`src/rtl/pwm_seq.sv`:
```
// pwm_seq -- step sequencer feeding one pwm instance from a profile table.
//
// Each table entry holds {hi, lo, rep}. A step drives (hi, lo) to the pwm for
// max(rep,1) whole periods of length max(hi+lo,1). Steps change only on
// period boundaries, so a running period is never cut short.
//
// Ports
//   clk, srst              clock, synchronous active-high reset
//   wr_en/wr_addr/wr_hi/wr_lo/wr_rep   table write port (any state)
//   last_idx, loop         profile end index and wrap enable, sampled at each advance
//   start, stop            single-cycle control pulses (stop wins over start)
//   pwm_en/pwm_hi/pwm_lo   registered drive for pwm.en/hi/lo
//   step_idx               active step
//   busy, done             not-idle flag, one-cycle completion pulse
//
// Build option
//   PWM_SEQ_SOFTSTOP_EN    stop lets the current period finish (DRAIN) and then
//                          pulses done; without it stop drops to IDLE at once.
module pwm_seq #(
  parameter  int DEPTH = 8,
  parameter  int W     = 8,
  parameter  int REP_W = 8,
  localparam int AW    = $clog2(DEPTH)
) (
  input  logic             clk,
  input  logic             srst,
  input  logic             wr_en,
  input  logic [AW-1:0]    wr_addr,
  input  logic [W-1:0]     wr_hi,
  input  logic [W-1:0]     wr_lo,
  input  logic [REP_W-1:0] wr_rep,
  input  logic [AW-1:0]    last_idx,
  input  logic             loop,
  input  logic             start,
  input  logic             stop,
  output logic             pwm_en,
  output logic [W-1:0]     pwm_hi,
  output logic [W-1:0]     pwm_lo,
  output logic [AW-1:0]    step_idx,
  output logic             busy,
  output logic             done
);

  typedef enum logic [1:0] {
    S_IDLE,
    S_RUN
`ifdef PWM_SEQ_SOFTSTOP_EN
    , S_DRAIN
`endif
  } state_t;

  state_t state_q, state_d;

  logic [W-1:0]     tbl_hi_q  [DEPTH];
  logic [W-1:0]     tbl_hi_d  [DEPTH];
  logic [W-1:0]     tbl_lo_q  [DEPTH];
  logic [W-1:0]     tbl_lo_d  [DEPTH];
  logic [REP_W-1:0] tbl_rep_q [DEPTH];
  logic [REP_W-1:0] tbl_rep_d [DEPTH];

  logic             pwm_en_q, pwm_en_d;
  logic [W-1:0]     pwm_hi_q, pwm_hi_d;
  logic [W-1:0]     pwm_lo_q, pwm_lo_d;
  logic [REP_W-1:0] rep_q, rep_d;      // repeat count latched at step entry
  logic [AW-1:0]    step_idx_q, step_idx_d;
  logic             busy_q, busy_d;
  logic             done_q, done_d;
  logic [W:0]       pcnt_q, pcnt_d;
  logic [REP_W-1:0] rcnt_q, rcnt_d;

  // Period length uses the latched step values, so table writes to the
  // active entry cannot disturb the running step.
  logic [W:0]       len, len_eff;
  logic             period_end;
  logic [REP_W-1:0] rep_eff, rcnt_inc;
  logic             at_end;

  always_comb begin
    len        = {1'b0, pwm_hi_q} + {1'b0, pwm_lo_q};
    len_eff    = (len == '0) ? (W+1)'(1) : len;
    period_end = (pcnt_q == len_eff - (W+1)'(1));
    rep_eff    = (rep_q == '0) ? REP_W'(1) : rep_q;
    rcnt_inc   = rcnt_q + REP_W'(1);
    // Past last_idx (it was lowered mid-run) the profile keeps going to the
    // top of the table, which is then treated as the end.
    at_end     = (step_idx_q == last_idx) || (step_idx_q == AW'(DEPTH-1));
  end

  logic          enter;
  logic [AW-1:0] enter_idx;
  logic          go_idle;

  always_comb begin
    state_d    = state_q;
    tbl_hi_d   = tbl_hi_q;
    tbl_lo_d   = tbl_lo_q;
    tbl_rep_d  = tbl_rep_q;
    pwm_en_d   = pwm_en_q;
    pwm_hi_d   = pwm_hi_q;
    pwm_lo_d   = pwm_lo_q;
    rep_d      = rep_q;
    step_idx_d = step_idx_q;
    done_d     = 1'b0;
    pcnt_d     = pcnt_q;
    rcnt_d     = rcnt_q;
    enter      = 1'b0;
    enter_idx  = '0;
    go_idle    = 1'b0;

    if (wr_en) begin
      tbl_hi_d[wr_addr]  = wr_hi;
      tbl_lo_d[wr_addr]  = wr_lo;
      tbl_rep_d[wr_addr] = wr_rep;
    end

    unique case (state_q)
      S_IDLE: begin
        if (start && !stop) begin
          state_d = S_RUN;
          enter   = 1'b1;
        end
      end
      S_RUN: begin
        if (stop) begin
`ifdef PWM_SEQ_SOFTSTOP_EN
          // A stop landing on the period-end cycle has nothing left to drain.
          if (period_end) begin
            go_idle = 1'b1;
            done_d  = 1'b1;
          end else begin
            state_d = S_DRAIN;
            pcnt_d  = pcnt_q + (W+1)'(1);
          end
`else
          go_idle = 1'b1;
`endif
        end else if (period_end) begin
          pcnt_d = '0;
          if (rcnt_inc == rep_eff) begin
            rcnt_d = '0;
            if (!at_end) begin
              enter     = 1'b1;
              enter_idx = step_idx_q + AW'(1);
            end else if (loop) begin
              enter     = 1'b1;
            end else begin
              go_idle = 1'b1;
              done_d  = 1'b1;
            end
          end else begin
            rcnt_d = rcnt_inc;
          end
        end else begin
          pcnt_d = pcnt_q + (W+1)'(1);
        end
      end
`ifdef PWM_SEQ_SOFTSTOP_EN
      S_DRAIN: begin
        if (period_end) begin
          go_idle = 1'b1;
          done_d  = 1'b1;
        end else begin
          pcnt_d = pcnt_q + (W+1)'(1);
        end
      end
`endif
      default: go_idle = 1'b1;
    endcase

    if (enter) begin
      step_idx_d = enter_idx;
      pwm_en_d   = 1'b1;
      pwm_hi_d   = tbl_hi_q[enter_idx];
      pwm_lo_d   = tbl_lo_q[enter_idx];
      rep_d      = tbl_rep_q[enter_idx];
      pcnt_d     = '0;
      rcnt_d     = '0;
    end

    if (go_idle) begin
      state_d    = S_IDLE;
      step_idx_d = '0;
      pwm_en_d   = 1'b0;
      pwm_hi_d   = '0;
      pwm_lo_d   = '0;
      rep_d      = '0;
      pcnt_d     = '0;
      rcnt_d     = '0;
    end

    busy_d = (state_d != S_IDLE);
  end

  always_ff @(posedge clk) begin
    if (srst) begin
      state_q    <= S_IDLE;
      for (int i = 0; i < DEPTH; i++) begin
        tbl_hi_q[i]  <= '0;
        tbl_lo_q[i]  <= '0;
        tbl_rep_q[i] <= '0;
      end
      pwm_en_q   <= 1'b0;
      pwm_hi_q   <= '0;
      pwm_lo_q   <= '0;
      rep_q      <= '0;
      step_idx_q <= '0;
      busy_q     <= 1'b0;
      done_q     <= 1'b0;
      pcnt_q     <= '0;
      rcnt_q     <= '0;
    end else begin
      state_q    <= state_d;
      tbl_hi_q   <= tbl_hi_d;
      tbl_lo_q   <= tbl_lo_d;
      tbl_rep_q  <= tbl_rep_d;
      pwm_en_q   <= pwm_en_d;
      pwm_hi_q   <= pwm_hi_d;
      pwm_lo_q   <= pwm_lo_d;
      rep_q      <= rep_d;
      step_idx_q <= step_idx_d;
      busy_q     <= busy_d;
      done_q     <= done_d;
      pcnt_q     <= pcnt_d;
      rcnt_q     <= rcnt_d;
    end
  end

  assign pwm_en   = pwm_en_q;
  assign pwm_hi   = pwm_hi_q;
  assign pwm_lo   = pwm_lo_q;
  assign step_idx = step_idx_q;
  assign busy     = busy_q;
  assign done     = done_q;

endmodule

```
`config.mk`:
```
export PLATFORM = sky130hd
export DESIGN_NAME = pwm_seq
export DESIGN_NICKNAME = d
export VERILOG_FILES = /design/src/rtl/pwm_seq.sv
export SDC_FILE = /design/constraint.sdc
export NUM_CORES = 1
export LEC_CHECK = 0
export ABC_AREA = 0
export CORE_UTILIZATION = 25
export DETAILED_ROUTE_END_ITERATION = 8
export GPL_ROUTABILITY_DRIVEN = 0
export SYNTH_ARGS = -nofsm -noshare
export SYNTH_HDL_FRONTEND = slang
export SYNTH_SLANG_ARGS = --single-unit
```
`constraint.sdc`:
```
create_clock -name clk -period 4.6 [get_ports clk]
set_clock_uncertainty 0.2 [all_clocks]
set_input_delay 1.38 -clock clk [delete_from_list [all_inputs] [get_ports clk]]
set_output_delay 1.38 -clock clk [all_outputs]
set_load 0.01 [all_outputs]
```
### Word level (Yosys, flattened, before mapping)

Cells that the tools add are included.

| cells by class | value |
|---|---|
| add/subtract/negate cells | 5 |
| order comparisons | 3 |
| equal/unequal tests | 5 |
| muxes and demuxes | 39 |
| bitwise gates (word level) | 4 |
| reductions and logical operators | 13 |

Operator list:

| kind | count |
|---|---|
| 64-bit bitwise mux | 3 |
| 8-bit binary-select mux with 3-bit select | 3 |
| 8-bit two-way mux | 9 |
| 8-bit demux with 3-bit select | 1 |
| 9-bit two-way mux | 2 |
| 3-bit two-way mux | 5 |
| 1-bit two-way mux | 11 |
| 8-bit by 8-bit adder with 9-bit output | 1 |
| 9-bit by 1-bit adder with 9-bit output (second input constant) | 1 |
| 9-bit equality test | 1 |
| 9-bit logical NOT | 1 |
| 9-bit by 1-bit subtractor with 9-bit output (second input constant) | 1 |
| 8-bit by 1-bit adder with 8-bit output (second input constant) | 1 |
| 8-bit equality test | 1 |
| 4-bit >= comparator (second input constant) | 2 |
| 8-bit logical NOT | 1 |
| 3-bit inverter with 4-bit output | 2 |
| 2-bit two-way mux | 3 |
| 3-bit OR reduction | 2 |
| 4-bit by 1-bit < comparator with 1-bit output (second input constant) | 1 |
| 1-bit one-hot mux with 2 select lines | 2 |
| 3-bit by 1-bit adder with 3-bit output (second input constant) | 1 |
| 3-bit equality test | 1 |
| 3-bit equality test (second input constant) | 1 |
| other kinds (10) | 12 |

| word-level totals | value |
|---|---|
| flip-flop bits (word level) | 241 |
| bits of input ports | 36 |
| output and inout port bits | 22 |
| logic and storage cells | 103 |

### Logic depth before layout (Yosys ltp)

Gate-level depths: netlist of the first run.

| depth | value |
|---|---|
| depth in word-level cells | 12 |
| gate-level depth with buffers | 21 |
| gate-level depth less buffers | 17 |

### Worst setup path after synthesis of the first run

OpenSTA, ideal clock, no wires.

| timing path | value |
|---|---|
| path type | flip-flop to flip-flop |
| from | reg pwm_hi_q[2], in the netlist pwm_hi[2] |
| to | reg pwm_hi_q[0], in the netlist pwm_hi[0] |
| setup time | 0.116 ns |
| arrival | 4.349 ns |
| data required time | 4.284 ns |
| path slack | -0.065 ns |
| stages on the path, launching flop included | 22 |
| buffers on the path | 5 |
| period minus slack after synthesis | 4.665 ns |
| path through | dfxtp_1 -> ha_1 -> buf_6 -> and3_1 -> o21ai_0 -> o311a_1 -> clkbuf_1 -> o31a_1 -> ha_1 -> inv_1 -> nor2_1 -> o21ai_0 -> or4_4 -> o21a_1 -> o221a_4 -> nor4_4 -> buf_6 -> a32oi_2 -> and2_1 -> buf_6 -> buf_6 -> a31o_1 |

| between the ends | value |
|---|---|
| longest elaborated chain between the ends | 12 |
| elaborated cells between the ends (all ways) | 19 |
| classes of those cells | add/sub: 2; eq/ne: 1; mux: 13; bitwise: 1; reduce/logical: 2 |

RTL lines:

| item | RTL line | RTL |
|---|---|---|
| from (decl) | 62 | `logic [W-1:0] pwm_hi_q, pwm_hi_d;` |
| from (signal assigned) | 217 | `pwm_hi_q <= pwm_hi_d;` |
| 8-bit by 8-bit adder with 9-bit output (*) | 79 | `len = {1'b0, pwm_hi_q} + {1'b0, pwm_lo_q};` |
| 9-bit logical NOT | 80 | `len_eff = (len == '0) ? (W+1)'(1) : len;` |
| 9-bit two-way mux (*) | 80 |  |
| 9-bit by 1-bit subtractor with 9-bit output (*) | 81 | `period_end = (pcnt_q == len_eff - (W+1)'(1));` |
| 9-bit equality test (*) | 81 |  |
| 3-bit two-way mux | 137 | `end else if (period_end) begin` |
| 3-bit two-way mux | 124 | `if (stop) begin` |
| 3-bit two-way mux | 116 | `unique case (state_q)` |
| 3-bit inverter with 4-bit output (implied by the code) | 173 | `pwm_hi_d = tbl_hi_q[enter_idx];` |
| 8-bit binary-select mux with 3-bit select | 173 |  |
| 8-bit two-way mux (implied by the code) (2 in series) | 173 |  |

Mark *: on every way between the ends. The rest lies on a longest branch, timed or not. The select of a mux whose other input is x is not followed.
A chain may end at the register's enable or synchronous reset.

### Worst setup path after layout of the first run

| timing path | value |
|---|---|
| from | reg pwm_hi_q[4], in the netlist pwm_hi[4] |
| to | reg rep_q[1] |

| between the ends | value |
|---|---|
| longest elaborated chain between the ends | 12 |
| elaborated cells between the ends (all ways) | 19 |
| classes of those cells | add/sub: 2; eq/ne: 1; mux: 13; bitwise: 1; reduce/logical: 2 |

RTL lines:

| item | RTL line | RTL |
|---|---|---|
| 8-bit by 8-bit adder with 9-bit output (*) | 79 |  |
| 9-bit logical NOT | 80 |  |
| 9-bit two-way mux (*) | 80 |  |
| 9-bit by 1-bit subtractor with 9-bit output (*) | 81 |  |
| 9-bit equality test (*) | 81 |  |
| 3-bit two-way mux | 137 |  |
| 3-bit two-way mux | 124 |  |
| 3-bit two-way mux | 116 |  |
| 3-bit inverter with 4-bit output (implied by the code) | 175 | `rep_d = tbl_rep_q[enter_idx];` |
| 8-bit binary-select mux with 3-bit select | 175 |  |
| 8-bit two-way mux (implied by the code) (2 in series) | 175 |  |
| to (signal assigned) | 219 | `rep_q <= rep_d;` |
| to (decl) | 64 | `logic [REP_W-1:0] rep_q, rep_d;` |

Marked as above.

==> results.json, run 1 <==
{
  "cap_violations": 0,
  "drt_iter0_drc": 1078,
  "cp.arrival_ns": 4.74,
  "netlist-cell-type-count": 73,
  "initial_utilization": 0.254,
  "cp.required_ns": 4.84,
  "finalNetCount": 1578,
  "drive_gt1_frac": 0.129,
  "pwr-share-clk": 0.464,
  "yosys_most_used_dff": "dfxtp_1",
  "cts_buffers": 28,
  "endpoint_kind": "register",
  "vias": 10900,
  "synth_fa_ha_area_frac": 0.0158,
  "status": "complete, no violations",
  "p_per_area_nw_per_um2": 322,
  "synth_edf_count": 0,
  "yosys-top-cells-area": "dfxtp_1 42%, nand2_1 14%, a21oi_1 9.1%",
  "wl_um": 38700,
  "power.internal_w": 0.00346,
  "io_buffers": 57,
  "cts_tree": "done",
  "synth.most_common_cell": "nand2_1",
  "synth_top_family_by_area": "simple AND/OR/NAND/NOR gates",
  "crit_fanout": 5,
  "synth_area_um2": 11600,
  "switching_share": 0.240,
  "hold_path_depth": 2,
  "grt_pass1_wl_um": 60000,
  "period_needed_ns": 4.50,
  "tightest_slew_ns": 0.943,
  "synth-seq-cells": 241,
  "ys_warn_count": 0,
  "hold_viol_final": 0,
  "multi_input_area_um2": 6290,
  "relSlewSlack": 0.371,
  "die_area_um2": 47200,
  "netlist.top_cell.by_area": "dfxtp_1",
  "syn_avg_cell_area_um2": 7.81,
  "die_x_um": 217,
  "postRouteAntennaNets": 0,
  "synth-xor-area-share": 0.0246,
  "critical_path_class": "register to register",
  "worstRegToRegCells": 19,
  "ys_async_sr_fraction": 0,
  "syn_to_final_growth_pct": 21.7,
  "cts_max_level": 1,
  "p_comb_frac": 0.065,
  "synth_top_cells_by_count": "430 x nand2_1, 241 x dfxtp_1, 211 x a21oi_1",
  "synth_top_area_share": 0.416,
  "setup_viol": 0,
  "fillerInstances": 4760,
  "final_max_slew_viol_count": 0,
  "power.total_w": 0.00455,
  "p_sw_w": 0.00109,
  "viasPerCell": 5.07,
  "yosys.area_share.simple": 0.236,
  "syn_nets": 1534,
  "post-route-period-util": 0.979,
  "post-dp-hpwl_um": 26000,
  "synth.area.mux_share": 0.0478,
  "grt_use_total": 0.161,
  "cts.sinks": 241,
  "clkTransAtPathRegs_ns": 0.06,
  "clock_path_buffers": 3,
  "antenna_found_initial": 1,
  "core-area_um2": 45600,
  "fmax_ghz": 0.222,
  "rows": 78,
  "seq_area_um2": 4830,
  "synth_compound_area_frac": 0.205,
  "drc": 0,
  "cts_root_buf": "clkbuf_16",
  "die_height_um": 217,
  "seq_power_share": 0.471,
  "boundaryPins": 58,
  "first_global_vias": 10300,
  "start_kind": "register",
  "grt_max_degree": 108,
  "grt_overflow_total": 0,
  "ir_worst_vdd_v": 0.000293,
  "hold_class": "register to register",
  "yosysSeqAreaShare": 0.416,
  "p_leak_nw": 4.57,
  "dr.pass1.iters": 5,
  "synth_cells": 1484,
  "finish.utilization": 0.310,
  "routedWlPerCell_um": 18.0,
  "insertion_delay_ns": 0.54
}
==> state kept, by name (all words and copies together), names as in the netlist <==
name,cells
rep_q,8
pwm_en,1
pwm_hi,8
pcnt_q,9
tbl_rep_q,64
state_q,2
tbl_lo_q,64
done,1
rcnt_q,8
pwm_lo,8
busy,1
tbl_hi_q,64
step_idx,3
==> cells in the final DEF, fill, tap and decap left out, types with 5 or more instances in the layout <==
cell,instances
buf_4,76
o31a_1,8
o2bb2ai_1,5
nand3_1,33
clkbuf_8,5
nor3_1,15
dfxtp_1,237
nand2_1,428
a31o_2,7
nor4_1,5
mux2i_1,34
o211ai_1,20
mux2_2,19
clkdlybuf4s50_1,56
clkbuf_16,30
clkbuf_1,8
ha_1,8
xor2_1,14
a211oi_1,16
buf_12,7
o22a_1,16
o21ai_0,24
xnor2_1,14
nor2_2,6
a31o_1,10
and2_1,6
nor2_1,42
a21oi_1,211
clkinv_2,5
a31oi_1,20
nor2b_1,13
inv_1,11
nand4_1,26
nor3b_1,10
and3_1,6
==> worst max-delay path, cell delays in order (launching register included) <==
cell	delay (ns)
dfxtp_1	0.50
ha_4	0.27
a21o_1	0.22
a21oi_1	0.31
nand4_1	0.17
o31a_1	0.36
ha_2	0.18
inv_1	0.06
nor2_1	0.05
o21ai_2	0.08
buf_4	0.17
o31ai_4	0.06
a2bb2oi_1	0.17
o221a_4	0.28
nor4_4	0.34
buf_6	0.19
nand4_4	0.14
buf_4	0.22
o22a_1	0.18
a31o_2	0.23
==> final timing paths <==
| kind | from | end | slack, ns |
|---|---|---|---|
| max reg2reg | pwm_hi[4] | rep_q[1] | 0.1 |
| min reg2reg | tbl_rep_q[18] | tbl_rep_q[18] | 0.25 |
| max | pwm_hi[4] | rep_q[1] | 0.1 |
| min | tbl_rep_q[18] | tbl_rep_q[18] | 0.25 |
==> metrics by stage <==
| stage | std cells | cell area (µm²) | worst slack (ns) | hold WS [ns] | setup TNS (ns) |
|---|---|---|---|---|---|
| final | 2148 | 14100 | 0.0987 | 0.249 | 0 |
| after global routing | 2147 | 14100 | -0.0415 | 0.267 | -0.306 |
| after CTS | 2137 | 13900 | -0.00425 | 0.251 | -0.00425 |
| after detailed placement | 2088 | 13000 | -0.0952 | 0.243 | -0.365 |
| after global placement | 2088 | 13000 | 0.0647 | 0.237 | 0 |
| after floorplan | 1484 | 11600 | 0.0284 | 0.232 | 0 |
==> layer usage <==
| layer | vias up | share of wire | global-route usage | wire, µm |
|---|---|---|---|---|
| li1 | 5225 | - | - | - |
| met1 | 5256 | 0.47 | 0.229 | 18100 |
| met2 | 358 | 0.43 | 0.241 | 16700 |
| met3 | 52 | 0.080 | 0.0362 | 3100 |
| met4 | 0 | 0.021 | 0.0415 | 818 |
| met5 | - | 0 | 0 | 0 |
==> power by group through the flow <==
stage / Sequential, W / Combinational, W / Clock (W)
finish: 0.00214 / 0.000296 / 0.00211
global route: 0.00215 / 0.000319 / 0.00223
CTS: 0.00214 / 0.000286 / 0.00214
detailed placement: 0.00219 / 0.000283 / 0
global placement: 0.00219 / 0.000279 / 0
floorplan: 0.00218 / 0.000179 / 0
==> area by class of cell <==
| class | count | area share |
|---|---|---|
| multi-input cells | 1103 | 0.446 |
| flip-flops and latches | 241 | 0.342 |
| repair buffers | 143 | 0.0942 |
| clock buffers | 42 | 0.0584 |
| well taps | 600 | 0.0532 |
| clock inverters | 7 | 0.00301 |
| inverters | 11 | 0.00293 |
| diodes | 1 | 0.000177 |
==> what timing repair did <==
action / 4_1_cts / 5_1_grt
hold buffers: 0 / 0
setup buffers: 0 / 8
resized for setup: 3 / 27
endpoints found under the setup margin: 20 / 41
pin swaps: 0 / 14
gates cloned: 0 / 2
==> cells by family after synthesis <==
family	Yosys count
and+or+nand+nor	623
AOI/OAI and AO/OA	381
DFF	241
buffers and inverters	140
muxes	53
xor gates and xnor gates	31
adders and majority gates	14
other	1
(Power assumes the default switching activity.)
==> run 2: changes to the inputs <==
Settings changed: PLACE_DENSITY set to 0.38.
==> run 2 against run 1 <==
Combinational power grew 17%. Hold slack gained 0.0012 ns. Final cell count grew 2.0%. Setup slack lost 0.047 ns. Global-route usage grew 3.1 points. Total power grew 7.3%. Fmax shrank 1.0%. Critical path type unchanged. Critical endpoint is now pwm_hi[5].
==> results.json, run 2 (same netlist as run 1, synthesis figures left out) <==
{
  "post-route-period-util": 0.989,
  "hold_class": "register to register",
  "antenna_found_initial": 2,
  "clkTransAtPathRegs_ns": 0.06,
  "pre_cts_slack_ns": -0.190,
  "p_leak_nw": 4.90,
  "crit_fanout": 8,
  "cts_tree": "done",
  "fmax_ghz": 0.220,
  "wl_um": 45500,
  "drt_iter0_drc": 715,
  "relSlewSlack": 0.401,
  "core-area_um2": 45600,
  "ir_worst_vdd_v": 0.000248,
  "critPathTopFamily": "compound AO/OA/AOI/OAI gates",
  "hold_viol_final": 0,
  "cap_violations": 0,
  "layout_setup_ws_ns": 0.0518,
  "post-dp-hpwl_um": 30300,
  "crit_slowest_cell": "or4_4",
  "cp.arrival_ns": 4.83,
  "grt_overflow_total": 0,
  "cp.required_ns": 4.88,
  "cts_max_level": 1,
  "crit_chain": "ha_4 -> fa_2 -> a21o_1 -> buf_6 -> a221oi_4 -> xnor2_2 -> buf_4 -> or4_4 -> o21a_1 -> o221a_4 -> nor4_4 -> buf_6 -> buf_6 -> o2111a_1 -> buf_12 -> a2bb2oi_2 -> a32o_2",
  "io_buffers": 57,
  "status": "complete, no violations",
  "die_x_um": 217,
  "cts_buffers": 28,
  "setup_tns_ns": 0,
  "rows": 78,
  "tightest_slew_ns": 0.896,
  "vias": 10700,
  "power.total_w": 0.00488,
  "initial_utilization": 0.254,
  "die_area_um2": 47200,
  "cts_hold_buffers": 0,
  "slowest_delay_ns": 0.48,
  "dr.pass1.iters": 5,
  "cts_root_buf": "clkbuf_16",
  "drc": 0,
  "start_kind": "register",
  "cpMostUsedCell": "buf_6",
  "first_global_vias": 10300,
  "endpoint_kind": "register",
  "grt_pass1_wl_um": 68000,
  "crit_buf_inv": 5,
  "layout_common_cells": "429 x nand2_1, 236 x dfxtp_1, 211 x a21oi_1, 103 x buf_4, 56 x clkdlybuf4s50_1",
  "final_max_slew_viol_count": 0,
  "postRouteAntennaNets": 0,
  "top_regs": "tbl_hi_q (64), tbl_lo_q (64), tbl_rep_q (64)",
  "cts.sinks": 241,
  "final_common_cell": "nand2_1",
  "critical_path_class": "register to register",
  "period_needed_ns": 4.55,
  "setup_viol": 0,
  "whs_ns": 0.250,
  "finalNetCount": 1618,
  "die_height_um": 217,
  "insertion_delay_ns": 0.59,
  "viasPerCell": 4.88,
  "grt_max_degree": 138,
  "grt_use_total": 0.191,
  "clock_path_buffers": 3,
  "syn_to_final_growth_pct": 26.8,
  "p_per_area_nw_per_um2": 332,
  "drive_gt1_frac": 0.160,
  "routedWlPerCell_um": 20.8,
  "rsz0062_at_grt": "yes",
  "boundaryPins": 58
}
[run 2: cell types whose count changed in the layout (fill, tap and decap cells not counted), sizes merged]
cell,previous run,this run
buf,86,127
bufinv,0,2
clkbuf,43,41
clkinv,6,8
clkinvlp,0,1
inv,12,11
[run 2: worst reg2reg max path: cells and delay by family, from the launching register on]
family / cells / cell delay, ns
AO/OA/AOI/OAI: 7 / 1.73
XOR/XNOR: 1 / 0.13
adder cells (fa/ha/maj): 2 / 0.57
buffers and inverters: 5 / 0.75
flip-flops: 1 / 0.34
AND/OR/NAND/NOR: 2 / 0.75
[run 2: timing repair]
item | CTS | global route
resized for setup | 10 | 30
pin swaps | 0 | 20
endpoints found under the setup margin | 31 | 43
endpoints found under the hold margin | 0 | 0
setup buffers | 3 | 12
[run 2: path summary, 6_finish.rpt]
check	from	endpoint	slack (ns)	cells after the start
setup reg to reg	pwm_lo[0]	pwm_hi[5]	0.05	17
hold / removal	tbl_lo_q[17]	tbl_lo_q[17]	0.25	2
hold reg to reg	tbl_lo_q[17]	tbl_lo_q[17]	0.25	2
setup / recovery	pwm_lo[0]	pwm_hi[5]	0.05	17
[run 2: cell type report]
class                   instances  area (µm²)
well taps                     600         751
fillers                      4771       30900
repair buffers                183        1770
inverters                      11        41.3
clock buffers                  41         870
diodes                          1        2.50
clock inverters                11         133
multi-input cells            1103        6300
flip-flops and latches        241        4830
[run 2: routing by layer]
layer  track usage  part of all wire
met5             0                 0
met1         0.278              0.50
met2         0.293              0.44
met4        0.0479             0.022
met3        0.0274             0.041
[run 2: where the power goes]
part | internal, W | switching, W | total [W]
clock network | 0.00142 | 0.000969 | 0.00239
logic | 0.000128 | 0.000218 | 0.000346
registers | 0.00212 | 0.0000184 | 0.00214
[run 2: through the flow]
step / instance area, µm² / utilization / instances
global placement: 13400 / 0.294 / 2123
CTS: 14500 / 0.318 / 2178
finish: 14700 / 0.323 / 2191
detailed placement: 13400 / 0.294 / 2123
global route: 14700 / 0.323 / 2191
floorplan: 11600 / - / 1484
==> run 3: changes to the inputs <==
Settings changed: CTS_CLUSTER_DIAMETER set to 100.
Clock period 4.6 ns to 3.81 ns, I/O delays scaled along.
==> run 3 against run 2 <==
The flow now finishes with violations (negative setup slack). Via count up 3.1%. Sequential power up 21%. Sequential share of layout area down 1.5 points. Setup slack worse by 0.72 ns. Clock power up 23%. Fmax up 1.5%. Total power up 22%. Final cell count up 2.2%. Non-clock buffer count up 46. Design area up 5.0%. Largest power group unchanged.
==> results.json, run 3 (same netlist as run 1, synthesis figures left out) <==
{
  "cts_tree": "done",
  "antenna_found_initial": 1,
  "postRouteAntennaNets": 0,
  "syn_to_final_growth_pct": 33.1,
  "boundaryPins": 58,
  "fmax_ghz": 0.223,
  "period_needed_ns": 4.48,
  "worstRegToRegCells": 21,
  "p_per_area_nw_per_um2": 387,
  "post-route-period-util": 1.18,
  "core-area_um2": 45600,
  "p_comb_frac": 0.075,
  "cts_max_level": 1,
  "whs_ns": 0.250,
  "final_area_um2": 15400,
  "vias": 11000,
  "initial_utilization": 0.254,
  "pwr-share-clk": 0.492,
  "layout_setup_ws_ns": -0.669,
  "grt_use_total": 0.200,
  "finish.utilization": 0.339,
  "relSlewSlack": 0.161,
  "final_common_cell": "nand2_1",
  "clock_path_buffers": 3,
  "switching_share": 0.251,
  "cts_root_buf": "clkbuf_16",
  "routedWlPerCell_um": 21.1,
  "ir_worst_vdd_v": 0.000259,
  "rows": 78,
  "setup_viol": 48,
  "viasPerCell": 4.92,
  "r2r_slack_ns": -0.67,
  "dp_cells": 2151,
  "tightest_slew_ns": 1.26,
  "dr.pass1.iters": 5,
  "wl_um": 47300,
  "instances_no_fill": 2240,
  "rsz0062_at_grt": "yes",
  "drive_gt1_frac": 0.207,
  "hold_viol_final": 0,
  "min_from": "tbl_rep_q[22]",
  "multi_input_area_um2": 6540,
  "cap_violations": 0,
  "final_max_slew_viol_count": 0,
  "clkTransAtPathRegs_ns": 0.06,
  "drt_iter0_drc": 784,
  "regToRegStartpoint": "pwm_lo[0]",
  "critical_path_class": "register to register",
  "diodes": 0,
  "holdPathEnd": "tbl_rep_q[22]",
  "grt_max_degree": 103,
  "cts.sinks": 241,
  "p_leak_nw": 5.19,
  "post-dp-hpwl_um": 31100,
  "violations": "negative setup slack",
  "dpl-instance-area_um2": 13600,
  "power.internal_w": 0.00447,
  "cts_hold_buffers": 0,
  "p_sw_w": 0.00150,
  "insertion_delay_ns": 0.60,
  "first_global_vias": 10700,
  "io_buffers": 57,
  "grt_overflow_total": 0,
  "hold_class": "register to register",
  "die_height_um": 217,
  "seq_area_um2": 4840,
  "r2r-end": "pwm_lo[3]",
  "die_x_um": 217,
  "crit_fanout": 12,
  "layout_common_cells": "424 x nand2_1, 230 x dfxtp_1, 206 x a21oi_1, 136 x buf_4, 56 x clkdlybuf4s50_1",
  "drc": 0,
  "start_kind": "register",
  "endpoint_kind": "register",
  "cts_buffers": 30,
  "top_regs": "tbl_hi_q (64), tbl_lo_q (64), tbl_rep_q (64)",
  "die_area_um2": 47200,
  "grt_pass1_wl_um": 70500,
  "cp.required_ns": 4.07,
  "fillerInstances": 4845,
  "cp.arrival_ns": 4.73,
  "seq_power_share": 0.433,
  "hold_path_depth": 2,
  "status": "finished, violations left",
  "finalNetCount": 1667
}
run 3: final cells by class:
class / instances / area share
timing repair buffer: 229 / 0.144
clock inverter: 13 / 0.00811
sequential: 241 / 0.314
tap: 600 / 0.0486
inverter: 11 / 0.00267
multi-input combinational: 1104 / 0.424
clock buffer: 42 / 0.0588
run 3: per-layer routing:
layer,global-route usage,routed length [µm],vias up
li1,-,-,5412
met1,0.292,23700,5354
met2,0.311,20900,213
met3,0.0254,1800,47
met4,0.0411,869,2
met5,0,13,-
run 3: per-stage QoR:
step / TNS (ns) / power (W) / setup WS (ns)
final: -24.91 / 0.00597 / -0.669
after global routing: -33.45 / 0.00619 / -0.837
after CTS: -24.01 / 0.00605 / -0.652
after detailed placement: -29.13 / 0.00304 / -0.776
after global placement: -27.33 / 0.00304 / -0.728
after floorplan: -18.39 / 0.00285 / -0.546
run 3: repair_timing:
action	CTS	global route
buffers inserted	23	6
cloned	7	0
pin swaps	39	6
gates resized for setup	72	19
endpoints found under the setup margin	48	48
run 3: worst max-delay path by stage:
stage	start	to	slack, ns
CTS	pwm_lo[0]	pwm_lo[3]	-0.65
global route	pwm_lo[0]	pwm_lo[2]	-0.84
finish	pwm_lo[0]	pwm_lo[3]	-0.67
detailed placement	pwm_hi[1]	pwm_hi[3]	-0.78
floorplan	pwm_lo[2]	pwm_lo[2]	-0.55
global placement	pwm_lo[0]	pwm_hi[3]	-0.73
run 3: worst max-delay path, cell delays in order, from the launching register on:
cell      delay (ns)
dfxtp_4         0.36
ha_4            0.16
fa_2            0.38
nand2_2         0.11
a211oi_2        0.09
o221ai_2        0.21
o31a_1          0.18
ha_2            0.20
inv_1           0.05
nor2_2          0.11
o21ai_2         0.08
or4_4           0.49
o21a_1          0.21
o221a_4         0.30
nor4_4          0.16
buf_6           0.17
buf_12          0.11
buf_6           0.09
a31o_4          0.22
buf_12          0.17
a31oi_1         0.05
a31o_1          0.22
run 3: power by group through the flow:
stage / registers (W) / logic (W) / clock network, W
detailed placement: 0.00264 / 0.000396 / 0
floorplan: 0.00264 / 0.000219 / 0
CTS: 0.00259 / 0.000449 / 0.00302
finish: 0.00259 / 0.000447 / 0.00294
global placement: 0.00264 / 0.000394 / 0
global route: 0.00259 / 0.000482 / 0.00312
